[src/rtl/sevenseg_pkg.sv]
// Shared definitions for the seven-segment scan driver.
// Segment buses are ordered {a,b,c,d,e,f,g}: bit 6 = a ... bit 0 = g.
package sevenseg_pkg;

  localparam int NUM_DIGITS = 4;

  typedef logic [6:0] seg_t;   // {a,b,c,d,e,f,g}

  localparam seg_t             SEG_OFF = 7'h7F;  // all segments dark (active-low)
  localparam logic [NUM_DIGITS-1:0] AN_OFF = 4'hF;  // all anodes off (active-low)

  // Registered display word driven onto the pins.
  typedef struct packed {
    logic [NUM_DIGITS-1:0] an_n;
    seg_t                  seg_n;
    logic                  dp_n;
  } disp_t;

  localparam disp_t DISP_OFF = '{an_n: AN_OFF, seg_n: SEG_OFF, dp_n: 1'b1};

endpackage

[src/rtl/bcdtosevensegment.sv]
// BCD to seven-segment decoder, active-high outputs.
//   bcd_i : BCD digit (values above 9 decode to all segments off)
//   seg_o : segments {a,b,c,d,e,f,g}, 1 = lit
module bcdtosevensegment
  import sevenseg_pkg::*;
(
  input  logic [3:0] bcd_i,
  output seg_t       seg_o
);

  always_comb begin
    unique case (bcd_i)
      4'd0:    seg_o = 7'b1111110;
      4'd1:    seg_o = 7'b0110000;
      4'd2:    seg_o = 7'b1101101;
      4'd3:    seg_o = 7'b1111001;
      4'd4:    seg_o = 7'b0110011;
      4'd5:    seg_o = 7'b1011011;
      4'd6:    seg_o = 7'b1011111;
      4'd7:    seg_o = 7'b1110000;
      4'd8:    seg_o = 7'b1111111;
      4'd9:    seg_o = 7'b1111011;
      default: seg_o = 7'b0000000;
    endcase
  end

endmodule

[src/rtl/sevenseg_scan_driver.sv]
// Time-multiplexed driver for a 4-digit common-anode seven-segment display.
// Scans four BCD digits onto one shared segment bus with a dead time at the
// start of each slot, optional leading-zero blanking and a per-frame input
// snapshot so a displayed frame never mixes two input values.
//   clk, rst_n  : clock, async active-low reset
//   en          : scan enable; low clears the scan position
//   digits      : four BCD digits, [3:0] = rightmost
//   dp_in       : decimal-point request per digit
//   lz_blank    : leading-zero blanking enable
//   an_n        : anode enables, active-low
//   seg_n       : segments {a..g}, active-low
//   dp_n        : decimal point, active-low
//   frame_tick  : one-cycle pulse after the last cycle of each frame
module sevenseg_scan_driver
  import sevenseg_pkg::*;
#(
  parameter int CLK_DIV      = 1000,
  parameter int BLANK_CYCLES = 16
) (
  input  logic                      clk,
  input  logic                      rst_n,
  input  logic                      en,
  input  logic [4*NUM_DIGITS-1:0]   digits,
  input  logic [NUM_DIGITS-1:0]     dp_in,
  input  logic                      lz_blank,
  output logic [NUM_DIGITS-1:0]     an_n,
  output logic [6:0]                seg_n,
  output logic                      dp_n,
  output logic                      frame_tick
);

  localparam int CNT_W = $clog2(CLK_DIV);
  localparam logic [CNT_W-1:0] CNT_MAX = CNT_W'(CLK_DIV - 1);
  localparam logic [CNT_W:0]   BLANK_N = (CNT_W + 1)'(BLANK_CYCLES);

  logic [CNT_W-1:0]          cnt_q, cnt_d;
  logic [1:0]                idx_q, idx_d;
  logic [4*NUM_DIGITS-1:0]   sh_dig_q;
  logic [NUM_DIGITS-1:0]     sh_dp_q;
  logic                      sh_lz_q;
  disp_t                     disp_q, disp_d;
  logic                      tick_q, tick_d;

  // The snapshot edge is also the first output edge of the frame, so the
  // incoming values are used directly there (matters when BLANK_CYCLES=0).
  logic                      cap;
  logic [4*NUM_DIGITS-1:0]   view_dig;
  logic [NUM_DIGITS-1:0]     view_dp;
  logic                      view_lz;

  assign cap      = en && (idx_q == 2'd0) && (cnt_q == '0);
  assign view_dig = cap ? digits   : sh_dig_q;
  assign view_dp  = cap ? dp_in    : sh_dp_q;
  assign view_lz  = cap ? lz_blank : sh_lz_q;

  logic [3:0] cur_dig;
  seg_t       seg_dec;
  assign cur_dig = view_dig[4*idx_q +: 4];

  bcdtosevensegment u_dec (
    .bcd_i (cur_dig),
    .seg_o (seg_dec)
  );

  // lead_zero[k]: digit k and every digit above it are zero. Digit 0 never
  // qualifies so an all-zero value still shows "0".
  logic [NUM_DIGITS-1:0] lead_zero;
  always_comb begin
    logic run;
    run       = 1'b1;
    lead_zero = '0;
    for (int k = NUM_DIGITS - 1; k >= 1; k--) begin
      run          = run && (view_dig[4*k +: 4] == 4'd0);
      lead_zero[k] = run;
    end
  end

  logic dead, blanked, dp_req;
  assign dead    = ({1'b0, cnt_q} < BLANK_N);
  assign blanked = (cur_dig > 4'd9) || (view_lz && lead_zero[idx_q]);
  assign dp_req  = view_dp[idx_q];

  always_comb begin
    disp_d = DISP_OFF;
    if (en && !dead) begin
      if (!blanked) begin
        disp_d.an_n  = ~(4'b0001 << idx_q);
        disp_d.seg_n = ~seg_dec;
        disp_d.dp_n  = ~dp_req;
      end else if (dp_req) begin
        // Blanked digit with a decimal point: anode on for the dp only.
        disp_d.an_n  = ~(4'b0001 << idx_q);
        disp_d.dp_n  = 1'b0;
      end
    end
  end

  always_comb begin
    cnt_d  = '0;
    idx_d  = '0;
    tick_d = 1'b0;
    if (en) begin
      cnt_d  = (cnt_q == CNT_MAX) ? '0 : cnt_q + 1'b1;
      idx_d  = (cnt_q == CNT_MAX) ? idx_q + 2'd1 : idx_q;
      tick_d = (idx_q == 2'd3) && (cnt_q == CNT_MAX);
    end
  end

  always_ff @(posedge clk or negedge rst_n) begin
    if (!rst_n) begin
      cnt_q    <= '0;
      idx_q    <= '0;
      sh_dig_q <= '0;
      sh_dp_q  <= '0;
      sh_lz_q  <= 1'b0;
      disp_q   <= DISP_OFF;
      tick_q   <= 1'b0;
    end else begin
      cnt_q  <= cnt_d;
      idx_q  <= idx_d;
      disp_q <= disp_d;
      tick_q <= tick_d;
      if (cap) begin
        sh_dig_q <= digits;
        sh_dp_q  <= dp_in;
        sh_lz_q  <= lz_blank;
      end
    end
  end

  assign an_n       = disp_q.an_n;
  assign seg_n      = disp_q.seg_n;
  assign dp_n       = disp_q.dp_n;
  assign frame_tick = tick_q;

endmodule

[config.mk]
export PLATFORM = sky130hd
export DESIGN_NAME = sevenseg_scan_driver
export DESIGN_NICKNAME = d
export VERILOG_FILES = /design/src/rtl/sevenseg_pkg.sv /design/src/rtl/bcdtosevensegment.sv /design/src/rtl/sevenseg_scan_driver.sv
export SDC_FILE = /design/constraint.sdc
export NUM_CORES = 1
export LEC_CHECK = 0
export CORE_MARGIN = 2
export CORE_UTILIZATION = 49
export CTS_BUF_LIST = sky130_fd_sc_hd__clkbuf_8
export DETAILED_ROUTE_END_ITERATION = 6
export GPL_TIMING_DRIVEN = 0
export PLACE_DENSITY = 0.73
export SYNTH_ARGS = -nofsm -noshare
export SYNTH_HDL_FRONTEND = slang
export SYNTH_HIERARCHICAL = 1
export SYNTH_SLANG_ARGS = --single-unit
[constraint.sdc]
create_clock -name clk -period 4.51 [get_ports clk]
set_clock_uncertainty 0.15 [all_clocks]
set_input_delay 0.451 -clock clk [delete_from_list [all_inputs] [get_ports clk]]
set_output_delay 0.451 -clock clk [all_outputs]
set_load 0.03 [all_outputs]
==> results.env <==
CTS_TREE='built'
VIA_PER_INST=5.49
WORST_R2R_PATH_DEPTH=15
NUM_IO_PINS=37
SYN2LAYOUT_AREA_GROWTH_PCT=22.0
REQUIRED_NS=4.60
DETAILEDPLACEMENTHPWL_UM=3780
GRT_REMAINING_OVERFLOW=0
POWERDENSITY_mW_PER_MM2=329
FILL_CELLS=437
FIN_CRIT_NS=3.79
YOSYSSEQAREASHARE=0.454
SETUP_VIOL_COUNT_FINAL=0
REGISTER_CLOCK_PIN_SLEW_ON_THE_REPORTED_WORST_SETUP_AND_HOLD_PATHS_NS=0.08
FINALHOLDVIOLATIONS=0
VIA_COUNT_OF_THE_FIRST_GLOBAL_ROUTING_PASS=1740
FP-ROW-COUNT=26
NUMBER_OF_ENABLE_TYPE_REGISTER_CELLS_IN_THE_SYNTHESIZED_NETLIST=0
GRT_PASS1_WL_UM=8800
POSTROUTEWIRELENGTH_UM=5060
ANTENNA_CELLS_INSERTED=0
TIGHTESTPINTRANSITION_NS=0.470
CRITICAL_PATH_PEAK_FANOUT=10
GP_CONGESTION=0.777
CLOCK-SINKS=46
WORST_VDD_RAIL_IR_DROP_mV=0.215
GRT_USAGE=0.190
INSERTION_DELAY_NS=0.30
DIE_SPAN_IN_Y_UM=76.4
YS_SEQ_ELEMENTS=46
MAX_SLEW_MARGIN=0.684
RSZ0062_AT_GRT='no'
SYNTH_AREA_MM2=0.00257
HOLD-PATH-CELL-COUNT=1
YS_WARN_COUNT=6
DIE_AREA_MM2=0.00584
DR.PASS1.ITERS=4
SETUP_TNS_NS=0
CTS_POST_SETUP_BUFFERS_INSERTED=0
REPORT.POWER.TOTAL_uW=1030
SYNTHARSTFLOPSHARE=1.00
WORSTSETUPENDPOINTTYPE='register'
MAX-CAP-VIOLATIONS=0
ROUTE.DETAILED.DRC=0
POSTSYNTHCELLCOUNT=210
CRITPATHARRIVALTIME_NS=3.88
ROUTE.DETAILED.WL_PER_INST_UM=15.5
DETAILROUTE.VIA_COUNT=1789
TOP_ACHIEVABLE_CLOCK_SPEED_MHz=264
MULTI_INPUT_COMB_AREA_MM2=0.00131
IO_BUFFER_COUNT=36
CTS-ROOT-BUF='sky130_fd_sc_hd__clkbuf_8'
PATH_CLASS='register to register'
DRT_ITER0_DRC=97
HTREEDEPTH=2
NETS=291
FINAL_LAYOUT_SIZE_SUFFIX_GT1_FRAC=0.258
CTS-ROOT-TO-SINK-BUFFERS=2
YOSYS.CELL_TYPES.COUNT=42
ANTENNA_VIOLATING_NETS_POST_ROUTE=0
CORE-AREA_MM2=0.00507
HOLD_CLASS='register to register'
DIE_X_UM=76.4
SYN_AREA_CELL_UM2=12.2
CTS-RESIZED-GATES=0
GRT_START_MAX_NET_PINS=38
SYNTHESIS.NETS=246
FINAL_PERIOD_UTIL=0.841
ANTENNA_FOUND_INITIAL=0
WHS_NS=0.356
REPORT.FINAL.SLEW_VIOL_COUNT=0
CRITPATHLAUNCHTYPE='register'
CTS_BUFFERS=5
START_UTIL=0.506
POWER.STATIC_LEAKAGE_uW=0.00129
CTS-HOLD-FIX-BUFFERS=1
REGAREA_MM2=0.00117
STATUS='finished clean'
YS_DOMINANT_REG_CELL='sky130_fd_sc_hd__dfrtp_1'
==> cells in the mapped netlist (all sizes together), types with 5 or more instances <==
cell type	count	area, um2
buf	6	48.8
mux4	6	135
nor2	14	52.6
o22ai	5	31.3
dfrtp	34	851
inv	9	33.8
nor4	10	77.6
dfstp	12	315
xnor2	7	61.3
nand2	10	37.5
ha	12	150
mux2	27	334
nand4	10	77.6
==> power breakdown <==
group / leakage [uW] / internal (uW) / switching, uW
clock network: 0.0000524 / 122 / 136
logic: 0.000685 / 149 / 132
registers: 0.000551 / 461 / 31.0
total: 0.00129 / 731 / 299
==> layout make-up <==
class / count / share of cell area
Multi-Input combinational cell: 147 / 0.419
Sequential cell: 46 / 0.372
Timing Repair Buffer: 38 / 0.123
Tap cell: 70 / 0.0280
Clock buffer: 6 / 0.0264
Buffer: 8 / 0.0180
Inverter: 9 / 0.0108
Clock inverter: 2 / 0.00280
==> routing by layer <==
layer,up-vias,share of wire,GRT usage
met5,-,0,0
met4,0,0.012,0.0545
met1,871,0.49,0.274
met3,6,0.034,0.0355
li1,874,-,-
met2,38,0.47,0.294
==> flip-flops by register name, summed over array words and instances, names as in the netlist <==
name and count:
sh_dig_q 16, sh_lz_q 1, frame_tick 1, an_n 4
idx_q 2, dp_n 1, sh_dp_q 4, cnt_q 10
seg_n 7
==> final timing paths <==
path,start,endpoint,slack (ns)
max,idx_q[0]$_DFFE_PN0P_,seg_n[3]$_DFF_PN1_,0.72
min,sh_dp_q[0]$_DFF_PN0_,sh_dp_q[0]$_DFF_PN0_,0.36
max reg2reg,idx_q[0]$_DFFE_PN0P_,seg_n[3]$_DFF_PN1_,0.72
min reg2reg,sh_dp_q[0]$_DFF_PN0_,sh_dp_q[0]$_DFF_PN0_,0.36
max in group asynchronous,rst_n,dp_n$_DFF_PN1_,3.27
min in group asynchronous,rst_n,sh_lz_q$_DFF_PN0_,0.39
==> critical path: stages, from the launching register on <==
cell and delay, ns:
sky130_fd_sc_hd__dfrtp_1 0.46, sky130_fd_sc_hd__buf_2 0.27, sky130_fd_sc_hd__buf_2 0.30, sky130_fd_sc_hd__inv_1 0.13
sky130_fd_sc_hd__ha_1 0.25, sky130_fd_sc_hd__and2_1 0.20, sky130_fd_sc_hd__nand4_4 0.18, sky130_fd_sc_hd__buf_6 0.21
sky130_fd_sc_hd__mux2_4 0.32, sky130_fd_sc_hd__mux4_2 0.58, sky130_fd_sc_hd__inv_2 0.13, sky130_fd_sc_hd__ha_1 0.15
sky130_fd_sc_hd__nor2_1 0.04, sky130_fd_sc_hd__a21oi_1 0.18, sky130_fd_sc_hd__o22ai_1 0.10, sky130_fd_sc_hd__nand4_1 0.08
==> per-stage QoR <==
step / utilization / instances / area (um2) / worst slack [ns]
6_report: 0.617 / 326 / 3130 / 0.718
5_1_grt: 0.617 / 326 / 3130 / 0.475
4_1_cts: 0.617 / 326 / 3130 / 0.702
3_5_place_dp: 0.597 / 317 / 3030 / 0.728
3_3_place_gp: 0.594 / 316 / 3020 / 0.747
2_1_floorplan: - / 210 / 2570 / 1.19
==> cells in the final DEF, fill, tap and decap left out, drive strengths merged, types with 5 or more instances in the layout <==
| master | Yosys | final |
|---|---|---|
| buf | 6 | 8 |
| clkbuf | 2 | 8 |
| clkdlybuf4s50 | 0 | 35 |
| dfrtp | 34 | 34 |
| dfstp | 12 | 12 |
| ha | 12 | 12 |
| inv | 9 | 10 |
| mux2 | 27 | 27 |
| mux4 | 6 | 6 |
| nand2 | 10 | 10 |
| nand4 | 10 | 10 |
| nor2 | 14 | 14 |
| nor4 | 10 | 10 |
| o22ai | 5 | 5 |
| xnor2 | 7 | 7 |
==> kinds of logic (layout without fill, tap and decap cells) <==
kind of cell    Yosys count  count (layout)  synth area share
xor+xnor                 10              10            0.0341
mux                      37              37             0.198
compound gates           20              20            0.0541
flops                    46              46             0.454
buf+inv                  17              63            0.0351
simple gates             68              68             0.166
fa+ha+maj                12              12            0.0584
No activity file was read; power rests on OpenSTA's default activity.
